$ cat src/rtl/fv_enc_pkg.sv
// Shared parameters and helpers for the FV encryption noise-addition datapath.
// The coefficient type is common with multiplier_top so both ends agree on width.
package fv_enc_pkg;

  localparam int N_DEF  = 4;
  localparam int QW_DEF = 5;
  localparam int Q_DEF  = 29;
  localparam int TW_DEF = 1;
  localparam int EW_DEF = 3;

  typedef logic [QW_DEF-1:0] coef_t;

  // Plaintext scaling factor: floor(q / t) with t = 2^tw.
  function automatic int fv_delta(input int q, input int tw);
    return q / (1 << tw);
  endfunction

endpackage

$ cat src/rtl/fv_mod_reduce3.sv
// Combinational reduction of s < 3Q into [0, Q) using two conditional subtracts.
module fv_mod_reduce3
  import fv_enc_pkg::*;
#(
  parameter int QW = QW_DEF,
  parameter int Q  = Q_DEF
) (
  input  logic [QW+1:0] s_i,
  output logic [QW-1:0] r_o
);

  localparam logic [QW+1:0] Q_X  = (QW+2)'(Q);
  localparam logic [QW+1:0] Q2_X = (QW+2)'(2 * Q);

  logic [QW+1:0] t1;

  always_comb begin
    t1 = s_i;
    if (s_i >= Q2_X) begin
      t1 = s_i - Q_X;
    end
    r_o = QW'(t1);
    if (t1 >= Q_X) begin
      r_o = QW'(t1 - Q_X);
    end
  end

endmodule

$ cat src/rtl/fv_enc_noise_add.sv
// Computes c0 = (z + e + DELTA*m) mod Q over a three-way joined stream,
// through a two-stage elastic pipeline with coefficient indexing and framing check.
module fv_enc_noise_add
  import fv_enc_pkg::*;
#(
  parameter int N  = N_DEF,
  parameter int QW = QW_DEF,
  parameter int Q  = Q_DEF,
  parameter int TW = TW_DEF,
  parameter int EW = EW_DEF
) (
  input  logic          clk,
  input  logic          s_rst,
  input  logic          z_vld_i,
  output logic          z_rdy_o,
  input  logic [QW-1:0] z_data_i,
  input  logic          z_last_i,
  input  logic          e_vld_i,
  output logic          e_rdy_o,
  input  logic [EW-1:0] e_data_i,
  input  logic          e_last_i,
  input  logic          m_vld_i,
  output logic          m_rdy_o,
  input  logic [TW-1:0] m_data_i,
  input  logic          m_last_i,
  output logic          c_vld_o,
  input  logic          c_rdy_i,
  output logic [QW-1:0] c_data_o,
  output logic          c_last_o,
  output logic          err_o
);

  localparam int AW    = QW + 2;
  localparam int IW    = (N > 1) ? $clog2(N) : 1;
  localparam int DELTA = fv_delta(Q, TW);

  localparam logic [AW-1:0] Q_X      = AW'(Q);
  localparam logic [AW-1:0] DELTA_X  = AW'(DELTA);
  localparam logic [IW-1:0] LAST_IDX = IW'(N - 1);

  logic          s1_vld_q, s1_vld_d;
  logic [AW-1:0] s1_sum_q, s1_sum_d;
  logic [AW-1:0] s1_ep_q,  s1_ep_d;
  logic          s1_last_q, s1_last_d;
  logic          c_vld_q,  c_vld_d;
  logic [QW-1:0] c_data_q, c_data_d;
  logic          c_last_q, c_last_d;
  logic [IW-1:0] idx_q,    idx_d;
  logic          err_q,    err_d;

  logic          c_pop;
  logic          s2_load;
  logic          s1_free;
  logic          xfer;
  logic          idx_is_last;
  logic [AW-1:0] z_x;
  logic [AW-1:0] dm_x;
  logic [AW-1:0] e_x;
  logic [AW-1:0] e_map;
  logic [AW-1:0] s_sum;
  logic [QW-1:0] red;

  // Each stage loads when empty or when its content leaves in the same cycle.
  assign c_pop   = c_vld_q & c_rdy_i;
  assign s2_load = s1_vld_q & (~c_vld_q | c_rdy_i);
  assign s1_free = ~s1_vld_q | s2_load;
  assign xfer    = z_vld_i & e_vld_i & m_vld_i & s1_free & ~s_rst;

  assign z_rdy_o = xfer;
  assign e_rdy_o = xfer;
  assign m_rdy_o = xfer;

  assign idx_is_last = (idx_q == LAST_IDX);

  // Negative errors are lifted into [0, Q) so stage 2 only ever adds.
  assign z_x   = AW'(z_data_i);
  assign dm_x  = DELTA_X * AW'(m_data_i);
  assign e_x   = {{(AW-EW){e_data_i[EW-1]}}, e_data_i};
  assign e_map = e_data_i[EW-1] ? (e_x + Q_X) : e_x;
  assign s_sum = s1_sum_q + s1_ep_q;

  fv_mod_reduce3 #(
    .QW(QW),
    .Q (Q)
  ) u_reduce (
    .s_i(s_sum),
    .r_o(red)
  );

  always_comb begin
    s1_vld_d  = s1_vld_q;
    s1_sum_d  = s1_sum_q;
    s1_ep_d   = s1_ep_q;
    s1_last_d = s1_last_q;
    c_vld_d   = c_vld_q;
    c_data_d  = c_data_q;
    c_last_d  = c_last_q;
    idx_d     = idx_q;
    err_d     = err_q;

    if (s1_free) begin
      s1_vld_d = xfer;
    end

    if (xfer) begin
      s1_sum_d  = z_x + dm_x;
      s1_ep_d   = e_map;
      s1_last_d = idx_is_last;
      idx_d     = idx_is_last ? '0 : idx_q + 1'b1;
      // Framing check only flags; it never alters data or index sequencing.
      if ((z_last_i != idx_is_last) || (e_last_i != idx_is_last) ||
          (m_last_i != idx_is_last)) begin
        err_d = 1'b1;
      end
    end

    if (s2_load) begin
      c_vld_d  = 1'b1;
      c_data_d = red;
      c_last_d = s1_last_q;
    end else if (c_pop) begin
      c_vld_d = 1'b0;
    end
  end

  always_ff @(posedge clk) begin
    if (s_rst) begin
      s1_vld_q  <= 1'b0;
      s1_sum_q  <= '0;
      s1_ep_q   <= '0;
      s1_last_q <= 1'b0;
      c_vld_q   <= 1'b0;
      c_data_q  <= '0;
      c_last_q  <= 1'b0;
      idx_q     <= '0;
      err_q     <= 1'b0;
    end else begin
      s1_vld_q  <= s1_vld_d;
      s1_sum_q  <= s1_sum_d;
      s1_ep_q   <= s1_ep_d;
      s1_last_q <= s1_last_d;
      c_vld_q   <= c_vld_d;
      c_data_q  <= c_data_d;
      c_last_q  <= c_last_d;
      idx_q     <= idx_d;
      err_q     <= err_d;
    end
  end

  assign c_vld_o  = c_vld_q;
  assign c_data_o = c_data_q;
  assign c_last_o = c_last_q;
  assign err_o    = err_q;

endmodule

$ cat config.mk
export PLATFORM = sky130hd
export DESIGN_NAME = fv_enc_noise_add
export DESIGN_NICKNAME = d
export VERILOG_FILES = /design/src/rtl/fv_enc_pkg.sv /design/src/rtl/fv_mod_reduce3.sv /design/src/rtl/fv_enc_noise_add.sv
export SDC_FILE = /design/constraint.sdc
export NUM_CORES = 1
export LEC_CHECK = 0
export CAP_MARGIN = 20
export CORE_MARGIN = 2
export CORE_UTILIZATION = 38
export DETAILED_ROUTE_END_ITERATION = 8
export SYNTH_ARGS = -nofsm -noshare
export SYNTH_HDL_FRONTEND = slang
export SYNTH_HIERARCHICAL = 1
export SYNTH_SLANG_ARGS = --single-unit
$ cat constraint.sdc
create_clock -name clk -period 3.7 [get_ports clk]
set_clock_uncertainty 0.05 [all_clocks]
set_input_delay 0.555 -clock clk [delete_from_list [all_inputs] [get_ports clk]]
set_output_delay 0.555 -clock clk [all_outputs]
set_load 0.05 [all_outputs]
# Word-level counts from Yosys, hierarchy flattened
# Cells that the tools add are included.
# op_classes
mux	6
n_reduce_logical	4
order_cmp	2
bitwise_logic	11
addsub	6
n_mul	1
eq_ne	4
# ops
cell	count
2-to-1 mux 7 bit	2
adder 3 x 6 -> 7 bit, second input constant	1
adder 7 bit	1
greater-or-equal comparator 7 x 5 -> 1 bit, second input constant	1
greater-or-equal comparator 7 x 6 -> 1 bit, second input constant	1
subtractor 7 x 5 -> 7 bit, second input constant	1
adder 5 x 5 -> 6 bit	1
bitwise AND 1 bit	6
2-to-1 mux 5 bit	1
subtractor 5 bit, second input constant	1
multiplier 3 x 1 -> 4 bit, first input constant	1
!= test 1 bit	3
inverter 1 bit	3
adder 2 x 1 -> 2 bit, second input constant	1
equality test 2 bit, second input constant	1
logical OR 1 bit	2
2-to-1 mux 1 bit	2
2-to-1 mux 2 bit	1
bitwise OR 1 bit	2
AND reduction 2 bit	1
nonzero test 2 bit	1
# totals
elab_cells	43
regBits	26
output_inout_bits	11

# Logic depth before layout (Yosys ltp)
# Gate-level depths: netlist of run 1.
# logic_depth
ltp_word	7
mapped_depth	18
ltp_nobuf	17

# Hierarchy
# Netlist of run 1, hierarchy kept.
# modules_own_cells
module	area_each_um2	n_inst	cells_each	seq_area_each_um2
fv_enc_noise_add	1228.7	1	135	480.5
fv_mod_reduce3	494.2	1	61	0.0

# Least setup slack after synthesis of run 1
# No wires, ideal clock.
# synth_timing
path_kind	reg2reg
startpoint	register s1_sum_q[0]
endpoint	register c_data_q[2] (netlist: c_data_o[2])
arrival_ns	2.806
slack_ns	0.716
n_path_buf	0
period_less_slack_ns	2.984
stages_incl_launch_ff	14
required_time_ns	3.522
path_cell_list	dfxtp_1 ha_1 inv_1 fa_1 inv_1 ha_1 or3_4 a21oi_4 xnor2_1 ha_1 o41ai_1 a221oi_1 mux2i_1 nor2_1
# synth_between
elab_chain_cells	5
elab_cells_between_ends	7
classes_between	3 x add/sub; 2 x order compare; 2 x mux
# synth_rtl
item	line_no	source
start: declaration	fv_enc_noise_add.sv:42	logic [AW-1:0] s1_sum_q, s1_sum_d;
start signal: assignment	fv_enc_noise_add.sv:139	s1_sum_q <= s1_sum_d;
adder 7 bit (*)	fv_enc_noise_add.sv:80	assign s_sum = s1_sum_q + s1_ep_q;
net s_sum[1]	fv_enc_noise_add.sv:60	logic [AW-1:0] s_sum;
subtractor 7 x 5 -> 7 bit / greater-or-equal comparator 7 x 6 -> 1 bit (equally long branches)	fv_mod_reduce3.sv:20, fv_mod_reduce3.sv:19	
2-to-1 mux 7 bit (*)	fv_mod_reduce3.sv:19	if (s_i >= Q2_X) begin
greater-or-equal comparator 7 x 5 -> 1 bit / subtractor 5 bit (equally long branches)	fv_mod_reduce3.sv:23, fv_mod_reduce3.sv:24	
2-to-1 mux 5 bit (*)	fv_mod_reduce3.sv:23	if (t1 >= Q_X) begin
net red[2]	fv_enc_noise_add.sv:61	logic [QW-1:0] red;
end signal: assignment	fv_enc_noise_add.sv:143	c_data_q <= c_data_d;
end: declaration	fv_enc_noise_add.sv:46	logic [QW-1:0] c_data_q, c_data_d;
# Mark *: on every way through the listed nets, which the timed path passes. The rest lies on a longest branch.
# A chain may end at the register's enable or synchronous reset.

# Worst setup path after layout of run 1
# Same ends and word-level chain as after synthesis.

==> impl_metrics.ini, run 1 <==
[run_status]
outcome = complete, no violations

[floorplan]
pin_count = 29
core_sq_um = 4350
die_h_um = 71.3
die-area_sq_um = 5090
row_count = 24
initial_core_util_pct = 39.6
die_w_um = 71.3

[placed_design]
portBuffers = 28
place_inst = 270
gp_congestion = 0.820
hpwl_um = 2490

[yosys]
synthesis.area_sq_um = 1720
syn_area_per_cell_sq_um = 8.79
syn_nets = 230
synth_cells = 196
yosysTopAreaCellShare_pct = 27.9
ys.flop_type = dfxtp_1
synth_top_area_cell = dfxtp_1
ys_async_sr_fraction_pct = 0
synth_area_leaders = dfxtp_1 28%, ha_1 10%, mux2i_1 5.2%
ys_ff_latch = 24
synth-edff-count = 0
yosys.cell_types.count = 55
yosys_warnings = 6
ys_seq_area_share_pct = 27.9

[timing]
relSlewSlack_pct = 50.2
timing.fmax_mhz = 307
timing_hold_violations_final = 0
tns_ns = 0
finalCritPeriodShare_pct = 88.1
setup_viol = 0
rsz0062_at_grt = no
slew_viol_final = 0
tightest_slew_ns = 0.741
period_needed_ns = 3.26

[power]
powerDensity_nw_per_um2 = 294
ir_drop_uv = 175
p_leak_uw = 0.000861

[routing]
post_drt_wl_per_cell_um = 11.8
num_vias = 1426
first_pass_iters = 4
viasPerCell = 5.20
drt-total-wl_um = 3230
drc = 0
drt-initial-drc-count = 69
final_antenna_net_count = 0

[setup_path]
required_ns = 3.81
r2r_start = s1_sum_q[0]$_SDFFE_PP0P_
cp_data_arrival_time_ns = 3.37
path_class = reg -> reg
ff2ff_path_depth = 13
critPathMaxStageDelay_ns = 0.47
cp_max_fo = 10
r2r_setup_slack_ns = 0.44
crit_end = c_data_o[2]$_SDFFE_PP0P_
cp_slowest_cell = fa_1
worst-path-stages = 13
path_common_cell = ha_1
startpoint = s1_sum_q[0]$_SDFFE_PP0P_
cp-start-kind = flop
rr_endpoint = c_data_o[2]$_SDFFE_PP0P_
cp_cell_sequence = ha_1 > inv_1 > fa_1 > inv_1 > ha_1 > or3_4 > a21oi_4 > xnor2_1 > ha_1 > o41ai_1 > a221oi_1 > mux2i_1 > nor2_1
path_delay_family = adder cells
worst_setup_path_end_kind = flop
critPathBufInv = 2

[global_routing]
grt_pass1_wl_um = 5580
grt_overflow = 0
antenna_found_initial = 0
grt_use_total_pct = 13.3
grt_pass1_vias = 1300
grt_max_degree = 25

[finish]
drive_gt1_share_pct = 10.4
layout.nets = 257
mostFrequentLayoutCells = 25 x clkdlybuf4s50_1, 24 x dfxtp_1, 15 x nor2_1, 15 x nand2_1
antenna_cells = 0
area_delta_synth_final_pct = 23.7
stdcell_count = 274
mostFrequentLayoutCell = clkdlybuf4s50_1

[clock_tree]
numCtsBuffers = 3
clock_latency_ns = 0.27
htree_levels = 1
cts_setup_buffers = 0
clk_pin_slew_ns = 0.09
cts_resized = 0
cts_tree = built
clock_path_buffers = 2
clock-sinks = 24
cts_hold_buf = 0
cts_root_buf = clkbuf_8

[run]
cap_violations = 0

[min_path]
min_path_type = reg -> reg
-- cells by family (layout without fill, tap and decap cells) --
family | count (synthesis) | after routing | synth area share (%)
and+or+nand+nor | 61 | 61 | 18.8
buffers and inverters | 20 | 46 | 7.41
DFF | 24 | 24 | 27.9
AOI/OAI and AO/OA | 57 | 57 | 23.6
xor gates and xnor gates | 9 | 9 | 4.58
adders and majority gates | 16 | 16 | 12.5
muxes | 9 | 9 | 5.23
-- routing by layer --
| layer | up-vias | GRT usage [%] | share of wire (%) |
|---|---|---|---|
| met5 | - | 0 | 0 |
| met4 | 0 | 3.77 | 1.2 |
| met3 | 4 | 2.53 | 4.1 |
| met2 | 30 | 22.3 | 46 |
| met1 | 629 | 17.5 | 49 |
| li1 | 763 | - | - |
-- how the worst min path moves through the flow --
stage                                  from                       to  slack [ns]  cells after the start
floorplan           s1_ep_q[2]$_SDFFE_PP0P_  s1_ep_q[2]$_SDFFE_PP0P_        0.39                      2
global placement    s1_ep_q[3]$_SDFFE_PP0P_  s1_ep_q[3]$_SDFFE_PP0P_        0.40                      2
detailed placement  s1_ep_q[3]$_SDFFE_PP0P_  s1_ep_q[3]$_SDFFE_PP0P_        0.40                      2
CTS                 s1_ep_q[3]$_SDFFE_PP0P_  s1_ep_q[3]$_SDFFE_PP0P_        0.41                      2
global route        s1_ep_q[3]$_SDFFE_PP0P_  s1_ep_q[3]$_SDFFE_PP0P_        0.43                      2
finish              s1_ep_q[3]$_SDFFE_PP0P_  s1_ep_q[3]$_SDFFE_PP0P_        0.41                      2
-- state kept, by name (all words and copies together), names as in the netlist --
name       count
s1_vld_q       1
c_data_o       5
c_last_o       1
s1_last_q      1
s1_ep_q        6
s1_sum_q       6
c_vld_o        1
err_o          1
idx_q          2
-- where the power goes --
group          switching (uW)  total, uW  internal [uW]
Clock                    86.3        231            145
Sequential               3.25        267            264
Combinational            66.1        128           61.5
-- cell usage after synthesis (2+ instances only) --
cell and count:
a211oi_1 4, a21o_1 4, a21oi_1 11, a31oi_1 2, buf_2 4, buf_4 3
buf_6 3, clkbuf_1 2, dfxtp_1 24, fa_1 2, ha_1 14, inv_1 7
mux2i_1 9, nand2_1 15, nand2b_1 7, nand3_1 3, nand3b_1 3, nor2_1 15
nor2b_1 2, nor3_1 3, nor4_1 2, o21ai_0 14, o21bai_1 2, o31a_1 2
o31ai_1 2, xnor2_1 6, xor2_1 3
-- stage by stage --
step           util, %  total power, uW  hold slack (ns)  cell area, sq um  setup slack (ns)
2_1_floorplan        -              361            0.386              1720             0.716
3_3_place_gp      47.3              400            0.396              2060             0.519
3_5_place_dp      47.3              401            0.401              2060             0.462
4_1_cts           48.9              638            0.414              2130             0.447
5_1_grt           48.9              657            0.429              2130             0.178
6_report          48.9              626            0.411              2130             0.441
-- layout make-up --
class	instances	area [sq um]
clock inverter	1	30.0
clock buffer	3	41.3
fill	423	2220
tap	52	65.1
inverter	8	43.8
multi-input combinational	152	1110
timing repair buffer	34	355
sequential	24	480
-- worst reg2reg max path: stages, from the launching register on --
cell      delay, ns
dfxtp_1        0.34
ha_1           0.19
inv_1          0.06
fa_1           0.47
inv_1          0.13
ha_1           0.27
or3_4          0.43
a21oi_4        0.20
xnor2_1        0.12
ha_1           0.26
o41ai_1        0.37
a221oi_1       0.09
mux2i_1        0.14
nor2_1         0.05
(Power assumes the default switching activity.)
==> run 2: changes to the inputs <==
Settings changed: CTS_BUF_LIST set to sky130_fd_sc_hd__clkbuf_2 sky130_fd_sc_hd__clkbuf_4 sky130_fd_sc_hd__clkbuf_8.
==> results of run 2 <==
Final layout, timing and power as in run 1 (identical DEF).
